==> config.mk <==
export PLATFORM = sky130hd
export DESIGN_NAME = led_bar_meter
export DESIGN_NICKNAME = d
export VERILOG_FILES = /design/src/rtl/led_bar_pkg.sv /design/src/rtl/led_bar_meter_tick_gen.sv /design/src/rtl/led_bar_meter.sv
export SDC_FILE = /design/constraint.sdc
export NUM_CORES = 1
export LEC_CHECK = 0
export BUFFER_PORTS_ARGS = -buffer_cell sky130_fd_sc_hd__buf_2
export CAP_MARGIN = 20
export CORE_AREA = 2 2 72 74
export DETAILED_ROUTE_END_ITERATION = 8
export DIE_AREA = 0 0 74 76
export PLACE_DENSITY_LB_ADDON = 0.2
export SYNTH_ARGS = -nofsm -noshare
export SYNTH_HDL_FRONTEND = slang
export SYNTH_SLANG_ARGS = --single-unit
==> constraint.sdc <==
create_clock -name clk -period 4.1 [get_ports clk]
set_clock_uncertainty 0.05 [all_clocks]
set_input_delay 0.41 -clock clk [delete_from_list [all_inputs] [get_ports clk]]
set_output_delay 0.41 -clock clk [all_outputs]
set_load 0.005 [all_outputs]
==> src/rtl/led_bar_pkg.sv <==
// Shared constants and helpers for the LED bar-graph meter.
// Mode and state codes are plain 2-bit constants so they line up with legacy register maps.
package led_bar_pkg;

    typedef logic [1:0] mode_t;
    typedef logic [1:0] state_t;

    localparam mode_t MODE_DIRECT = 2'd0;
    localparam mode_t MODE_RAMP   = 2'd1;
    localparam mode_t MODE_BLINK  = 2'd2;

    localparam state_t ST_IDLE = 2'd0;
    localparam state_t ST_RISE = 2'd1;
    localparam state_t ST_FALL = 2'd2;

    localparam int MAX_WIDTH = 32;

    // Callers cast the result down to their own bar width.
    function automatic logic [MAX_WIDTH-1:0] thermometer(input logic [5:0] lvl);
        thermometer = ~({MAX_WIDTH{1'b1}} << lvl);
    endfunction

endpackage

==> src/rtl/led_bar_meter_tick_gen.sv <==
// Free-running divider producing a one-cycle registered pulse every TICK_DIV clocks.
module tick_gen #(
    parameter int TICK_DIV = 1_000_000
) (
    input  logic clk,
    input  logic rst,
    output logic tick
);

    localparam int CNT_W = $clog2(TICK_DIV);
    localparam logic [CNT_W-1:0] CNT_MAX = CNT_W'(TICK_DIV - 1);

    logic [CNT_W-1:0] count;

    always_ff @(posedge clk) begin
        if (rst) begin
            count <= '0;
            tick  <= 1'b0;
        end else if (count == CNT_MAX) begin
            count <= '0;
            tick  <= 1'b1;
        end else begin
            count <= count + CNT_W'(1);
            tick  <= 1'b0;
        end
    end

endmodule

==> src/rtl/led_bar_meter.sv <==
// Thermometer LED bar driver: saturates an offset-biased value into a level and either
// jumps to it or steps one LED per tick, optionally blinking the bar while full.
module led_bar_meter
    import led_bar_pkg::*;
#(
    parameter int WIDTH       = 8,
    parameter int VAL_W       = 8,
    parameter int OFFSET      = 16,
    parameter int TICK_DIV    = 1_000_000,
    parameter int BLINK_TICKS = 25,
    localparam int LVL_W      = $clog2(WIDTH + 1)
) (
    input  logic              clk,
    input  logic              rst,
    input  logic [VAL_W-1:0]  value,
    input  logic              load,
    input  mode_t             mode,
    output logic [WIDTH-1:0]  led,
    output logic [LVL_W-1:0]  level,
    output logic              full,
    output logic              busy
);

    localparam logic [VAL_W:0]   OFF_EXT   = (VAL_W + 1)'(OFFSET);
    localparam logic [VAL_W:0]   WIDTH_EXT = (VAL_W + 1)'(WIDTH);
    localparam logic [LVL_W-1:0] LVL_FULL  = LVL_W'(WIDTH);
    localparam int               BCNT_W    = (BLINK_TICKS > 1) ? $clog2(BLINK_TICKS) : 1;
    localparam logic [BCNT_W-1:0] BCNT_MAX = BCNT_W'(BLINK_TICKS - 1);

    logic              tick;
    logic [VAL_W:0]    value_ext;
    logic [VAL_W:0]    diff;
    logic [LVL_W-1:0]  sat;
    logic [LVL_W-1:0]  target;
    logic [LVL_W-1:0]  level_nxt;
    state_t            state;
    state_t            state_nxt;
    logic              direct;
    logic              blink_hold;
    logic              blink_count_en;
    logic [BCNT_W-1:0] blink_count;
    logic [BCNT_W-1:0] blink_count_nxt;
    logic              blink_phase;
    logic              blink_phase_nxt;
    logic [WIDTH-1:0]  led_nxt;

    tick_gen #(
        .TICK_DIV (TICK_DIV)
    ) u_tick_gen (
        .clk  (clk),
        .rst  (rst),
        .tick (tick)
    );

    // One extra bit keeps value - OFFSET from wrapping for small inputs.
    always_comb begin
        value_ext = {1'b0, value};
        diff      = value_ext - OFF_EXT;
        if (value_ext < OFF_EXT) begin
            sat = '0;
        end else if (diff > WIDTH_EXT) begin
            sat = LVL_FULL;
        end else begin
            sat = LVL_W'(diff);
        end
    end

    always_ff @(posedge clk) begin
        if (rst) begin
            target <= '0;
        end else if (load) begin
            target <= sat;
        end
    end

    // Reserved mode code 3 falls through to direct behaviour.
    assign direct = (mode != MODE_RAMP) && (mode != MODE_BLINK);

    always_comb begin
        level_nxt = level;
        if (direct) begin
            level_nxt = target;
        end else if (tick && (state == ST_RISE) && (target > level)) begin
            level_nxt = level + LVL_W'(1);
        end else if (tick && (state == ST_FALL) && (target < level)) begin
            level_nxt = level - LVL_W'(1);
        end

        // Direction is re-decided every cycle, so a reversed target never overshoots.
        state_nxt = ST_IDLE;
        if (!direct) begin
            if (target > level_nxt) begin
                state_nxt = ST_RISE;
            end else if (target < level_nxt) begin
                state_nxt = ST_FALL;
            end
        end
    end

    assign blink_hold     = (mode == MODE_BLINK) && (level_nxt == LVL_FULL) && (state_nxt == ST_IDLE);
    assign blink_count_en = tick && full && (state == ST_IDLE);

    always_comb begin
        blink_count_nxt = blink_count;
        blink_phase_nxt = blink_phase;
        if (!blink_hold) begin
            blink_count_nxt = '0;
            blink_phase_nxt = 1'b0;
        end else if (blink_count_en) begin
            if (blink_count == BCNT_MAX) begin
                blink_count_nxt = '0;
                blink_phase_nxt = ~blink_phase;
            end else begin
                blink_count_nxt = blink_count + BCNT_W'(1);
            end
        end
    end

    // Built from next-state values so led and level always agree in the same cycle.
    always_comb begin
        led_nxt = WIDTH'(thermometer(6'(level_nxt)));
        if (blink_phase_nxt) begin
            led_nxt = '0;
        end
    end

    always_ff @(posedge clk) begin
        if (rst) begin
            level       <= '0;
            state       <= ST_IDLE;
            full        <= 1'b0;
            led         <= '0;
            blink_count <= '0;
            blink_phase <= 1'b0;
        end else begin
            level       <= level_nxt;
            state       <= state_nxt;
            full        <= (level_nxt == LVL_FULL);
            led         <= led_nxt;
            blink_count <= blink_count_nxt;
            blink_phase <= blink_phase_nxt;
        end
    end

    assign busy = (level != target);

endmodule

# Word level (Yosys, flattened, before mapping)
# Index checks and enable logic that the tools add are counted.
# totals
input_bits,13
elab_cells,60
reg_bits,46
out_inout_bits,14
# classes
n_lt_le_gt_ge,6
n_mux,13
n_bitwise,3
eq_ne,9
n_reduce_logical,14
shifts,1
n_addsub,5
# ops
op,count
32-bit by 4-bit << shifter with 8-bit output (first input constant),1
20-bit by 1-bit adder with 20-bit output (second input constant),1
20-bit equality test (second input constant),1
4-bit 2-to-1 mux,5
9-bit by 4-bit > comparator with 1-bit output (second input constant),1
1-bit logical AND,9
8-bit by 5-bit subtractor with 9-bit output (second input constant),1
4-bit > comparator,2
4-bit < comparator,2
8-bit by 5-bit < comparator with 1-bit output (second input constant),1
8-bit NOT,1
2-bit 2-to-1 mux,3
2-bit OR reduction,3
5-bit by 1-bit adder with 5-bit output (second input constant),1
5-bit equality test (second input constant),1
5-bit 2-to-1 mux,1
4-bit by 1-bit adder with 4-bit output (second input constant),1
2-bit equality test (second input constant),2
4-bit equality test (second input constant),1
2-bit logical NOT,2
1-bit 2-to-1 mux,4
4-bit != test,1
4-bit by 1-bit subtractor with 4-bit output (second input constant),1
2-bit by 1-bit equality test with 1-bit output (second input constant),1
3 further kinds,4

# Longest topological paths before layout
# logic_depth
word_depth,14
mapped_depth,16
depth_no_buf,16

# Hierarchy
# A second synthesis with hierarchy kept.
# unflattened
hier_cells,279
area_unflattened_um2,2487.4
# modules_own_cells
module,area_per_inst_um2,cells_per_inst,seq_area_each_um2,n_inst
led_bar_meter,1517.7,172,500.5,1
tick_gen,969.7,107,420.4,1

# Worst setup path before layout
# No wires, ideal clock.
# synth_path
path_type,flip-flop to flip-flop
startpoint,register level[1]
endpoint,register blink_phase
arrival_ns,3.461
slack_ns,0.530
required_ns,3.990
synth_period_minus_slack_ns,3.570
path_buffers,1
setup_ns,0.060
path_stages_with_launch,16
cell_sequence,dfxtp_1 > inv_1 > ha_1 > nor2b_4 > o211ai_2 > a21oi_2 > o311a_1 > a21o_1 > buf_2 > inv_1 > ha_1 > a21oi_1 > a21oi_1 > or3_1 > nor4_4 > and2_1
# synth_between
elab_chain_cells,12
elab_cells_between_ends,19
cone_classes,add/sub (2); order compare (4); eq/ne (1); mux (7); reduce/logical (5)
# synth_rtl
item,line_no,source
start: declaration,led_bar_meter.sv:19,"output logic [LVL_W-1:0] level,"
start signal: assignment,led_bar_meter.sv:136,level <= level_nxt;
4-bit < comparator,led_bar_meter.sv:85,end else if (tick && (state == ST_FALL) && (target < level)) begin
1-bit logical AND,led_bar_meter.sv:85,
4-bit 2-to-1 mux,led_bar_meter.sv:85,
4-bit 2-to-1 mux (*),led_bar_meter.sv:83,end else if (tick && (state == ST_RISE) && (target > level)) begin
4-bit 2-to-1 mux (*),led_bar_meter.sv:81,if (direct) begin
4-bit < comparator,led_bar_meter.sv:94,end else if (target < level_nxt) begin
2-bit 2-to-1 mux,led_bar_meter.sv:94,
2-bit 2-to-1 mux,led_bar_meter.sv:92,if (target > level_nxt) begin
2-bit 2-to-1 mux,led_bar_meter.sv:91,if (!direct) begin
2-bit logical NOT,led_bar_meter.sv:100,assign blink_hold = (mode == MODE_BLINK) && (level_nxt == LVL_FULL) && (state_nxt == ST_IDLE);
1-bit logical AND (*),led_bar_meter.sv:100,
1-bit 2-to-1 mux (*),led_bar_meter.sv:106,if (!blink_hold) begin
end signal: assignment,led_bar_meter.sv:141,blink_phase <= blink_phase_nxt;
end: declaration,led_bar_meter.sv:43,logic blink_phase;
# Every way passes the cells marked *; elsewhere a longest branch is shown, timed or not.
# A chain may end at the register's enable or synchronous reset.

# Worst setup path in the final report
# layout_path
startpoint,register level[3]
endpoint,register blink_phase
# Same word-level chain as after synthesis.

==> results by group <==
STA
  • Crit path time final: 3810 ps
  • Final Hold Viols: 0
  • Slew Viols, Final: 0
  • Final worst path period share: 92.9%
  • Slew margin rel.: 52.5%
  • RSZ-0062 raised after global routing: false
  • TNS Setup: 0 ps
  • Final setup viols: 0
  • Slew @ Worst Pin: 712 ps
  • Worst Hold Margin: 309 ps
  • Max Freq: 263 MHz

Clocking
  • Clock Latency Late Sink: 300 ps
  • Clock sink count: 46
  • Cts hold-fix bufs: 0
  • TritonCTS clock tree: built
  • Clock slew at reported path FFs: 90 ps
  • CTS max path bufs: 2
  • H-tree depth: 2
  • Clock Root Buffer: clkbuf_8
  • Number of buffers created by CTS: 5

Worst setup path
  • CP max stage cell: or3_1
  • Critical path fanouts, max: 6
  • Largest stage delay, worst path: 460 ps
  • CP Class: reg -> reg
  • Top delay family on crit path: simple AND/OR/NAND/NOR gates
  • Critical Path Sink Type: register
  • Reg2reg path depth: 15
  • CP bufs+invs: 2
  • WP data required: 4290 ps
  • Worst setup SP type: register
  • Reg-to-reg slack, setup: 290 ps
  • Arrival @ worst endpoint: 4000 ps
  • Critical path depth in cells: 15
  • Critical-path cell list: inv_1 -> ha_1 -> a21oi_2 -> and4b_4 -> and2_1 -> a21oi_1 -> o31a_1 -> inv_2 -> ha_1 -> nor2b_1 -> o211ai_1 -> a21oi_1 -> or3_1 -> nor4_4 -> and2_1

Drt
  • Routed Antenna Nets: 0
  • Top Layer Used: met4
  • WL met3: 197 um
  • Drt wl/cell: 12.1 um
  • Met2 routed WL: 1980 um
  • Drt drc: 0
  • DRT iter0 DRCs: 90
  • Total iterations of the first detailed-routing run: 4
  • Via Count: 1937
  • DR vias/cell: 5.12
  • M1 wire length: 2340 um
  • Routed Wire Length: 4580 um

Pwr
  • Seq pwr share: 54.8%
  • Psw: 0.000229 W
  • Sw frac: 26.9%
  • Comb pwr share: 13.0%
  • Cell Int Power: 0.000622 W
  • LEAKAGE: 1.07 nW
  • Pwr dens: 312 mW/mm^2
  • Worst VDD drop: 0.000204 V
  • Clock power share: 32.3%

Min path
  • Worst Hold Class: in -> reg
  • Hold depth: 3

Global route
  • Antenna violations before repair: 0
  • Gr ovfl total: 0
  • GR Util All Layers: 18.0%
  • Vias in the first global route: 1817
  • First-pass GRT wire length: 8080 um
  • Largest net degree at the start of global routing: 23

Yosys
  • Yosys reg bits: 46
  • Mapped cell area: 0.00244 mm^2
  • Post-synth EDFFs: 0
  • Most used DFF post-synth: dfxtp_1
  • Post-synth ARST share: 0%
  • Synth cell types: 52
  • Sequential element share of the synthesized area: 37.8%
  • Syn nets: 308
  • Post-Synthesis Cells: 279
  • Syn. warnings: 0
  • Syn Area/Cell: 8.73 um^2

Cells and area
  • Most frequent cells in the layout: 46 x dfxtp_1, 41 x nor2_1, 26 x buf_2
  • Share of cells above drive strength 1: 18.2%
  • Layout Cells excl Fill: 378
  • Syn-to-layout area delta: 12.1%
  • Fill cell count: 446
  • Commonest non-fill, non-tap cell in the layout: dfxtp_1
  • Fin nets: 336
  • # diodes: 0

Placed design
  • DP HPWL: 3430 um
  • Port Buf Inserts: 26
  • Inst Count DP: 370
  • GPL Wtd Cong: 0.883

Die
  • Core ar.: 0.00491 mm^2
  • Die height: 76 um
  • Rows: 26
  • DIE AREA: 0.00562 mm^2
  • Die width: 74 um
  • Starting Density: 49.6%
  • IO Count: 27

Job
  • Max Cap Viol: 0

Run status
  • Outcome: complete, no violations
==> cell usage after synthesis, types with 3 or more instances <==
master	instances	share of area (%)
dfxtp_1	46	38
nor2_1	41	6.3
nand2_1	19	2.9
inv_1	18	2.8
xnor2_1	17	6.1
ha_1	16	8.2
a21oi_1	15	3.1
nor3_1	15	3.1
nand3_1	10	2.1
nand4_1	7	1.8
xor2_1	7	2.5
nor2b_1	5	1.3
and3_1	4	1.0
clkbuf_1	4	0.62
nor4b_1	4	1.4
o21ai_0	4	0.82
and2_1	3	0.77
==> power by group through the flow <==
| stage | registers [W] | clock network (W) | logic [W] |
|---|---|---|---|
| after CTS | 0.000466 | 0.000287 | 0.000109 |
| after floorplan | 0.000476 | 0 | 0.0000775 |
| final | 0.000466 | 0.000275 | 0.000111 |
| after detailed placement | 0.000476 | 0 | 0.000109 |
| after global routing | 0.000468 | 0.000307 | 0.000126 |
| after global placement | 0.000477 | 0 | 0.000108 |
==> flip-flops by register name, indices dropped and copies added (netlist names), 2 cells and up <==
signal and count:
blink_count 5, led 8, level 4, state 2, target 4, u_tick_gen.count 20
==> final cells by class <==
cell class / instances / area [um^2] / area share (%)
Multi-Input combinational cell: 206 / 1410 / 51.7
Sequential cell: 46 / 921 / 33.7
Timing Repair Buffer: 28 / 145 / 5.32
Tap cell: 70 / 87.6 / 3.21
Inverter: 20 / 75.1 / 2.75
Clock buffer: 5 / 68.8 / 2.52
Clock inverter: 3 / 21.3 / 0.779
==> tightest hold or removal path: cells and delay by family <==
kind | cells | cell delay, ps
AO/OA/AOI/OAI | 1 | 60
buffers and inverters | 1 | 90
AND/OR/NAND/NOR | 1 | 70
==> metal layers <==
| metal | up-vias | GRT usage (%) |
|---|---|---|
| met2 | 27 | 27.4 |
| met4 | 0 | 5.27 |
| met3 | 7 | 4.37 |
| li1 | 1018 | - |
| met1 | 885 | 25.3 |
| met5 | - | 0 |
==> per-stage QoR <==
stage	utilization, %	setup WS, ps	area [um^2]	power, W
global placement	53.5	344	2630	0.000584
finish	55.6	292	2730	0.000851
global route	55.6	26.9	2730	0.000901
detailed placement	53.5	261	2630	0.000585
floorplan	-	530	2440	0.000553
CTS	55.4	232	2720	0.000863
==> path summary, 6_finish.rpt <==
kind,start,endpoint
hold reg to reg,u_tick_gen.count[0],u_tick_gen.count[0]
hold / removal,value[0],target[0]
setup reg to reg,level[3],blink_phase
setup / recovery,level[3],blink_phase
==> cells by family after synthesis <==
| kind of cell | Yosys count | share of synthesized area (%) |
|---|---|---|
| buf+inv | 27 | 4.67 |
| fa+ha+maj | 16 | 8.22 |
| compound gates | 41 | 12.4 |
| flops | 46 | 37.8 |
| mux | 1 | 0.565 |
| simple gates | 124 | 27.7 |
| xor+xnor | 24 | 8.63 |
==> repair_timing <==
item	in CTS	in global routing
gates resized for setup	0	2
buffers inserted	0	0
setup endpoints to repair	0	6
(Power assumes the default switching activity.)
